<file path="src/rtl/fetch_unit.sv">
// RV32 instruction fetch stage.
// Owns the program counter, fetches one word at a time over a req/gnt/rvalid
// handshake and presents the instruction with its PC to decode through
// valid/ready. Branch/jump redirects from execute replace the PC. A redirect
// while a request is outstanding marks that response as stale so it is dropped.
// A misaligned redirect target parks the unit in a sticky fault state.
module fetch_unit #(
    parameter logic [31:0] RESET_PC  = 32'h0000_0000,
    parameter logic [31:0] NOP_INSTR = 32'h0000_0013
) (
    input  logic        clk,
    input  logic        reset,

    output logic        imem_req,
    output logic [31:0] imem_addr,
    input  logic        imem_gnt,
    input  logic        imem_rvalid,
    input  logic [31:0] imem_rdata,

    output logic [31:0] instr_out,
    output logic [31:0] pc_out,
    output logic [31:0] pc_plus4_out,
    output logic        instr_valid,
    input  logic        instr_ready,

    input  logic        redirect_valid,
    input  logic [31:0] redirect_pc,
    output logic        misaligned_fault
);

    typedef enum logic [1:0] {
        ST_REQ,
        ST_WAIT,
        ST_HOLD,
        ST_FAULT
    } state_t;

    state_t      state, state_next;
    logic [31:0] pc, pc_next;
    logic        drop, drop_next;
    logic [31:0] instr_q, instr_next;
    logic [31:0] pc_out_q, pc_out_next;
    logic        valid_q, valid_next;
    logic        fault_q, fault_next;

    logic redirect_live;
    logic redirect_misaligned;

    // A redirect has no effect once the unit is faulted; only reset leaves FAULT.
    assign redirect_live       = redirect_valid && (state != ST_FAULT);
    assign redirect_misaligned = redirect_pc[1:0] != 2'b00;

    // Next-state and next-datapath selection for the fetch FSM.
    // NOTE: every variable gets its hold value first, so no path can infer a latch.
    always_comb begin
        state_next  = state;
        pc_next     = pc;
        drop_next   = drop;
        instr_next  = instr_q;
        pc_out_next = pc_out_q;
        valid_next  = valid_q;
        fault_next  = fault_q;

        case (state)
            ST_REQ: begin
                if (redirect_live) begin
                    // The old request is withdrawn; if it was granted anyway,
                    // its response must be discarded.
                    pc_next = redirect_pc;
                    if (imem_gnt) begin
                        drop_next  = 1'b1;
                        state_next = ST_WAIT;
                    end
                end else if (imem_gnt) begin
                    state_next = ST_WAIT;
                end
            end

            ST_WAIT: begin
                if (redirect_live) begin
                    pc_next = redirect_pc;
                    if (imem_rvalid) begin
                        // Response arriving with the redirect is the stale one.
                        drop_next  = 1'b0;
                        state_next = ST_REQ;
                    end else begin
                        drop_next = 1'b1;
                    end
                end else if (imem_rvalid) begin
                    if (drop) begin
                        drop_next  = 1'b0;
                        state_next = ST_REQ;
                    end else begin
                        instr_next  = imem_rdata;
                        pc_out_next = pc;
                        valid_next  = 1'b1;
                        state_next  = ST_HOLD;
                    end
                end
            end

            ST_HOLD: begin
                // Redirect takes priority over a transfer in the same cycle.
                if (redirect_live) begin
                    pc_next    = redirect_pc;
                    state_next = ST_REQ;
                end else if (instr_ready) begin
                    pc_next    = pc + 32'd4;
                    valid_next = 1'b0;
                    instr_next = NOP_INSTR;
                    state_next = ST_REQ;
                end
            end

            default: begin
                // ST_FAULT: stay parked until reset.
            end
        endcase

        if (redirect_live) begin
            valid_next = 1'b0;
            instr_next = NOP_INSTR;
            if (redirect_misaligned) begin
                // Any outstanding response is ignored because FAULT never looks at rvalid.
                fault_next = 1'b1;
                drop_next  = 1'b0;
                state_next = ST_FAULT;
            end
        end
    end

    // State and datapath registers with synchronous reset.
    // NOTE: sequential state uses non-blocking assignments so all registers update together.
    always_ff @(posedge clk) begin
        if (reset) begin
            state    <= ST_REQ;
            pc       <= RESET_PC;
            drop     <= 1'b0;
            instr_q  <= NOP_INSTR;
            pc_out_q <= RESET_PC;
            valid_q  <= 1'b0;
            fault_q  <= 1'b0;
        end else begin
            state    <= state_next;
            pc       <= pc_next;
            drop     <= drop_next;
            instr_q  <= instr_next;
            pc_out_q <= pc_out_next;
            valid_q  <= valid_next;
            fault_q  <= fault_next;
        end
    end

    assign imem_req         = (state == ST_REQ);
    assign imem_addr        = pc;
    assign instr_out        = instr_q;
    assign pc_out           = pc_out_q;
    assign pc_plus4_out     = pc_out_q + 32'd4;
    assign instr_valid      = valid_q;
    assign misaligned_fault = fault_q;

endmodule

</file>
<file path="config.mk">
export PLATFORM = sky130hd
export DESIGN_NAME = fetch_unit
export DESIGN_NICKNAME = d
export VERILOG_FILES = /design/src/rtl/fetch_unit.sv
export SDC_FILE = /design/constraint.sdc
export NUM_CORES = 1
export LEC_CHECK = 0
export ABC_CLOCK_PERIOD_IN_PS = 2350
export CAP_MARGIN = 20
export CORE_MARGIN = 1
export CORE_UTILIZATION = 44
export DETAILED_ROUTE_END_ITERATION = 10
export GPL_ROUTABILITY_DRIVEN = 0
export HOLD_SLACK_MARGIN = 0.06
export MAX_ROUTING_LAYER = met4
export PLACE_DENSITY = 0.9
export SYNTH_ARGS = -nofsm -noshare
export SYNTH_HDL_FRONTEND = slang
export SYNTH_SLANG_ARGS = --single-unit
</file>
<file path="constraint.sdc">
create_clock -name clk -period 2.35 [get_ports clk]
set_input_delay 0.47 -clock clk [delete_from_list [all_inputs] [get_ports clk]]
set_output_delay 0.47 -clock clk [all_outputs]
set_load 0.01 [all_outputs]
</file>
# == Word-level counts from Yosys, hierarchy flattened ==
# Cells that the tools add are included.
# totals
reg_bits,101
latch_bits,0
ram_bits,0
rom_bits,0
inputBits,70
output_inout_bits,131
elab_cells,60
mem_count,0
# op_classes
addsub,2
n_mul,0
n_div,0
order_cmp,0
eq_ne,8
shift,0
mux,30
n_bitwise,2
n_reduce_logical,11
# ops
op,count
32-bit two-way mux,6
32-bit one-hot mux with 2 select lines,2
32-bit by 3-bit adder with 32-bit output (second input constant),2
2-bit two-way mux,9
1-bit two-way mux,10
2-bit inequality test (second input constant),4
4-bit AND reduction,2
2-bit one-hot mux with 3 select lines,1
2-bit nonzero test,3
1-bit one-hot mux with 2 select lines,2
2-bit OR reduction,2
3-bit inequality test (second input constant),1
3-bit AND reduction,1
2-bit by 1-bit equality test with 1-bit output (second input constant),1
2-bit equality test (second input constant),1
2-bit logical NOT,1
2-bit by 1-bit inequality test with 1-bit output (second input constant),1
1-bit inverter,2
2-bit AND reduction,1
1-bit logical AND,1

# == Longest topological paths before layout ==
# logic_depth
ltp_word,6
ltp_mapped,8
depth_no_buf,6

# == Worst setup path after synthesis ==
# OpenSTA, ideal clock, no wires.
# synth_timing
kind,register to output
startpoint,"register pc_out_q[2], in the netlist pc_out[2]"
endpoint,output pc_plus4_out[24]
t_arrival_ps,1809
t_required_ps,1880
slack_ps,71
stages_incl_launch_ff,6
path_buffers,0
path_cell_list,dfxtp_1 -> ha_1 -> nand3_1 -> nor4_2 -> nand4_1 -> xnor2_1
# synth_via
elab_chain_cells,1
# synth_rtl
element,line_no,source
start: declaration,42,"logic [31:0] pc_out_q, pc_out_next;"
start signal: assignment,148,pc_out_q <= pc_out_next;
32-bit by 3-bit adder with 32-bit output,158,assign pc_plus4_out = pc_out_q + 32'd4;
end: declaration,22,"output logic [31:0] pc_plus4_out,"
# No other way between the ends.

# == Worst setup path after layout ==
# layout_timing
startpoint,"register pc_out_q[2], in the netlist pc_out[2]"
endpoint,output pc_plus4_out[31]
# Same word-level chain as after synthesis.

==> flow_metrics.env <==
export IMPL_syn_area_um2=5120
export IMPL_slew_headroom_pct=65.6
export IMPL_async_flop_share_pct=0
export IMPL_cap_violations=0
export IMPL_cts_tree="yes"
export IMPL_dp_hpwl_um=12500
export IMPL_drtIter0Drc=566
export IMPL_synth_edff_count=0
export IMPL_outcome="finished with violations"
export IMPL_place_worst_setup_slack_ns=-0.181
export IMPL_final_layout_size_suffix_gt1_share_pct=16.1
export IMPL_yosys_warnings=0
export IMPL_final_hold_violation_count=0
export IMPL_placed_cells=1020
export IMPL_design_area_um2=8010
export IMPL_gr_total_overflow=0
export IMPL_cp_max_fo=6
export IMPL_syn_inst=671
export IMPL_synth_most_common_cell="nand2_1"
export IMPL_worstPathRequired_ns=1.88
export IMPL_clock_latency_ns=0.34
export IMPL_cts_sinks=101
export IMPL_clk_pin_slew_ns=0.08
export IMPL_setup_slack_ns=-0.0559
export IMPL_power_density_nw_per_um2=510
export IMPL_htree_num_levels=3
export IMPL_ys_top_cells_by_count="nand2_1 (106), dfxtp_1 (101), a21oi_1 (90), nand3_1 (57), o21ai_0 (55)"
export IMPL_cellInternalPower_mw=2.90
export IMPL_dr_pass1_iters=5
export IMPL_grt_total_usage_pct=28.8
export IMPL_wirelength_um=17800
export IMPL_port_buffer_count=200
export IMPL_endpoint_kind="output pin"
export IMPL_fin_crit_sh_pct=102
export IMPL_p_leak_nw=2.98
export IMPL_power_share_switching_pct=28.8
export IMPL_synth_seq_cells=101
export IMPL_synth_top_area_cell="dfxtp_1"
export IMPL_ir_drop_mv=0.411
export IMPL_min_period_ns=2.41
export IMPL_crit_type="reg -> out"
export IMPL_vias_per_cell=5.77
export IMPL_seqCellArea_um2=2030
export IMPL_core_area_um2=11400
export IMPL_grt_max_degree=55
export IMPL_synth_area_per_cell_um2=7.63
export IMPL_placed_cell_area_um2=7580
export IMPL_cts_buffers=9
export IMPL_ant_nets=0
export IMPL_yosys_top_cells_area="dfxtp_1 (39%), a21oi_1 (8.8%), nand2_1 (7.8%)"
export IMPL_p_comb_share_pct=18.2
export IMPL_seq_power_share_pct=46.5
export IMPL_fillers=861
export IMPL_slew_violations=0
export IMPL_min_path_type="reg -> reg"
export IMPL_max_freq_mhz=416
export IMPL_failed_checks="negative setup slack"
export IMPL_fin_nets=973
export IMPL_final_util_pct=70.4
export IMPL_grt_pass1_vias=5344
export IMPL_p_switching_mw=1.17
export IMPL_clockBufferDepth=2
export IMPL_die_h_um=110
export IMPL_ios=201
export IMPL_syn_to_final_growth_pct=56.3
export IMPL_grt_pass1_wl_um=26600
export IMPL_vias=6051
export IMPL_ys_seq_area_share_pct=39.5
export IMPL_post_route_drc_count=0
export IMPL_yosysUniqueCellTypes=59
export IMPL_num_antenna_cells=0
export IMPL_critPathLaunchType="register"
export IMPL_pwr_share_clk_pct=35.3
export IMPL_die_w_um=110
export IMPL_setup_viol=4
export IMPL_synth_main_ff_cell="dfxtp_1"
export IMPL_die_area_um2=12100
export IMPL_worst_pin_slew_ns=0.515
export IMPL_wl_per_cell_um=17.0
export IMPL_yosysTopAreaCellShare_pct=39.5
export IMPL_skew_ns=0.0111
export IMPL_finalSetupTns_ns=-0.125
export IMPL_multi_input_area_um2=2980
export IMPL_fp_row_count=39
export IMPL_finalNonFillerCells=1049
export IMPL_cp_data_arrival_time_ns=1.94
export IMPL_synth_fp_nets=743
export IMPL_initial_core_util_pct=45.1
export IMPL_antenna_found_initial=0
export IMPL_cts_root_buffer="clkbuf_16"
export IMPL_rsz0062_at_grt="true"
## power by group through the flow
| stage | clock network [mW] | registers [mW] | logic, mW |
|---|---|---|---|
| after floorplan | 0 | 1.93 | 0.306 |
| after global placement | 0 | 1.93 | 0.724 |
| after detailed placement | 0 | 1.93 | 0.735 |
| after CTS | 1.44 | 1.89 | 0.736 |
| after global routing | 1.51 | 1.90 | 0.799 |
| final | 1.44 | 1.90 | 0.743 |
## final cells by class
class | instances | area share [%]
multi-input cells | 514 | 37.2
repair buffers | 270 | 31.3
flip-flops and latches | 101 | 25.4
clock buffers | 10 | 2.86
well taps | 143 | 2.24
clock inverters | 6 | 0.688
inverters | 5 | 0.234
## cells in the final DEF, fill, tap and decap left out, types with 11 or more instances in the layout
cell	n
nand4_1	15
nor2_1	32
o21ai_0	55
a21oi_1	89
xnor2_1	19
nor3_1	11
nand2_1	105
nand3_1	53
buf_4	62
dfxtp_1	95
clkdlybuf4s50_1	173
buf_2	13
## stage by stage
stage / total power, mW / hold WS [ns]
2_1_floorplan: 2.24 / 0.470
3_3_place_gp: 2.65 / 0.438
3_5_place_dp: 2.66 / 0.444
4_1_cts: 4.07 / 0.465
5_1_grt: 4.22 / 0.491
6_report: 4.08 / 0.458
## state kept, by name, summed over array words and instances (netlist names)
signal            count
state                 2
instr_valid           1
pc_out               32
misaligned_fault      1
instr_out            32
drop                  1
imem_addr            32
## cell families after synthesis
family / synth area share, %
and+or+nand+nor: 29.2
AOI/OAI and AO/OA: 21.0
DFF: 39.5
buffers and inverters: 4.71
xor gates and xnor gates: 4.79
muxes: 0.391
adders and majority gates: 0.488
## final timing paths
path | end | slack, ns | startpoint | cells past startpoint
worst min-delay path | misaligned_fault$_SDFFE_PP0P_ | 0.46 | misaligned_fault$_SDFFE_PP0P_ | 2
worst max-delay path | pc_plus4_out[31] | -0.06 | pc_out[2]$_SDFFE_PP0P_ | 9
worst min register to register | misaligned_fault$_SDFFE_PP0P_ | 0.46 | misaligned_fault$_SDFFE_PP0P_ | 2
worst max register to register | imem_addr[16]$_SDFFE_PP0P_ | 0.35 | imem_addr[2]$_SDFFE_PP0P_ | 6
## repair_timing
action | 4_1_cts | 5_1_grt
gates resized for setup | 77 | 33
buffers inserted | 8 | 5
endpoints found under the setup margin | 26 | 21
hold buffers | 0 | 0
pin swaps | 3 | 5
## worst max-delay path, stage by stage, from the launching register on
cell	delay, ns
dfxtp_4	0.37
nand4_1	0.13
buf_4	0.19
nor4_4	0.11
buf_4	0.18
buf_6	0.11
nand2_8	0.07
nor3_4	0.14
xor2_1	0.15
buf_2	0.14
## routing by layer
metal  wire length, µm  vias up  part of all wire [%]  GRT usage [%]
li1                  -     2858                     -              -
met1              7360     2827                    41           38.7
met2              8590      318                    48           44.6
met3              1370       48                   7.7           3.02
met4               465        0                   2.6           10.7
met5                 0        -                     0              -
No activity file was read; power rests on OpenSTA's default activity.
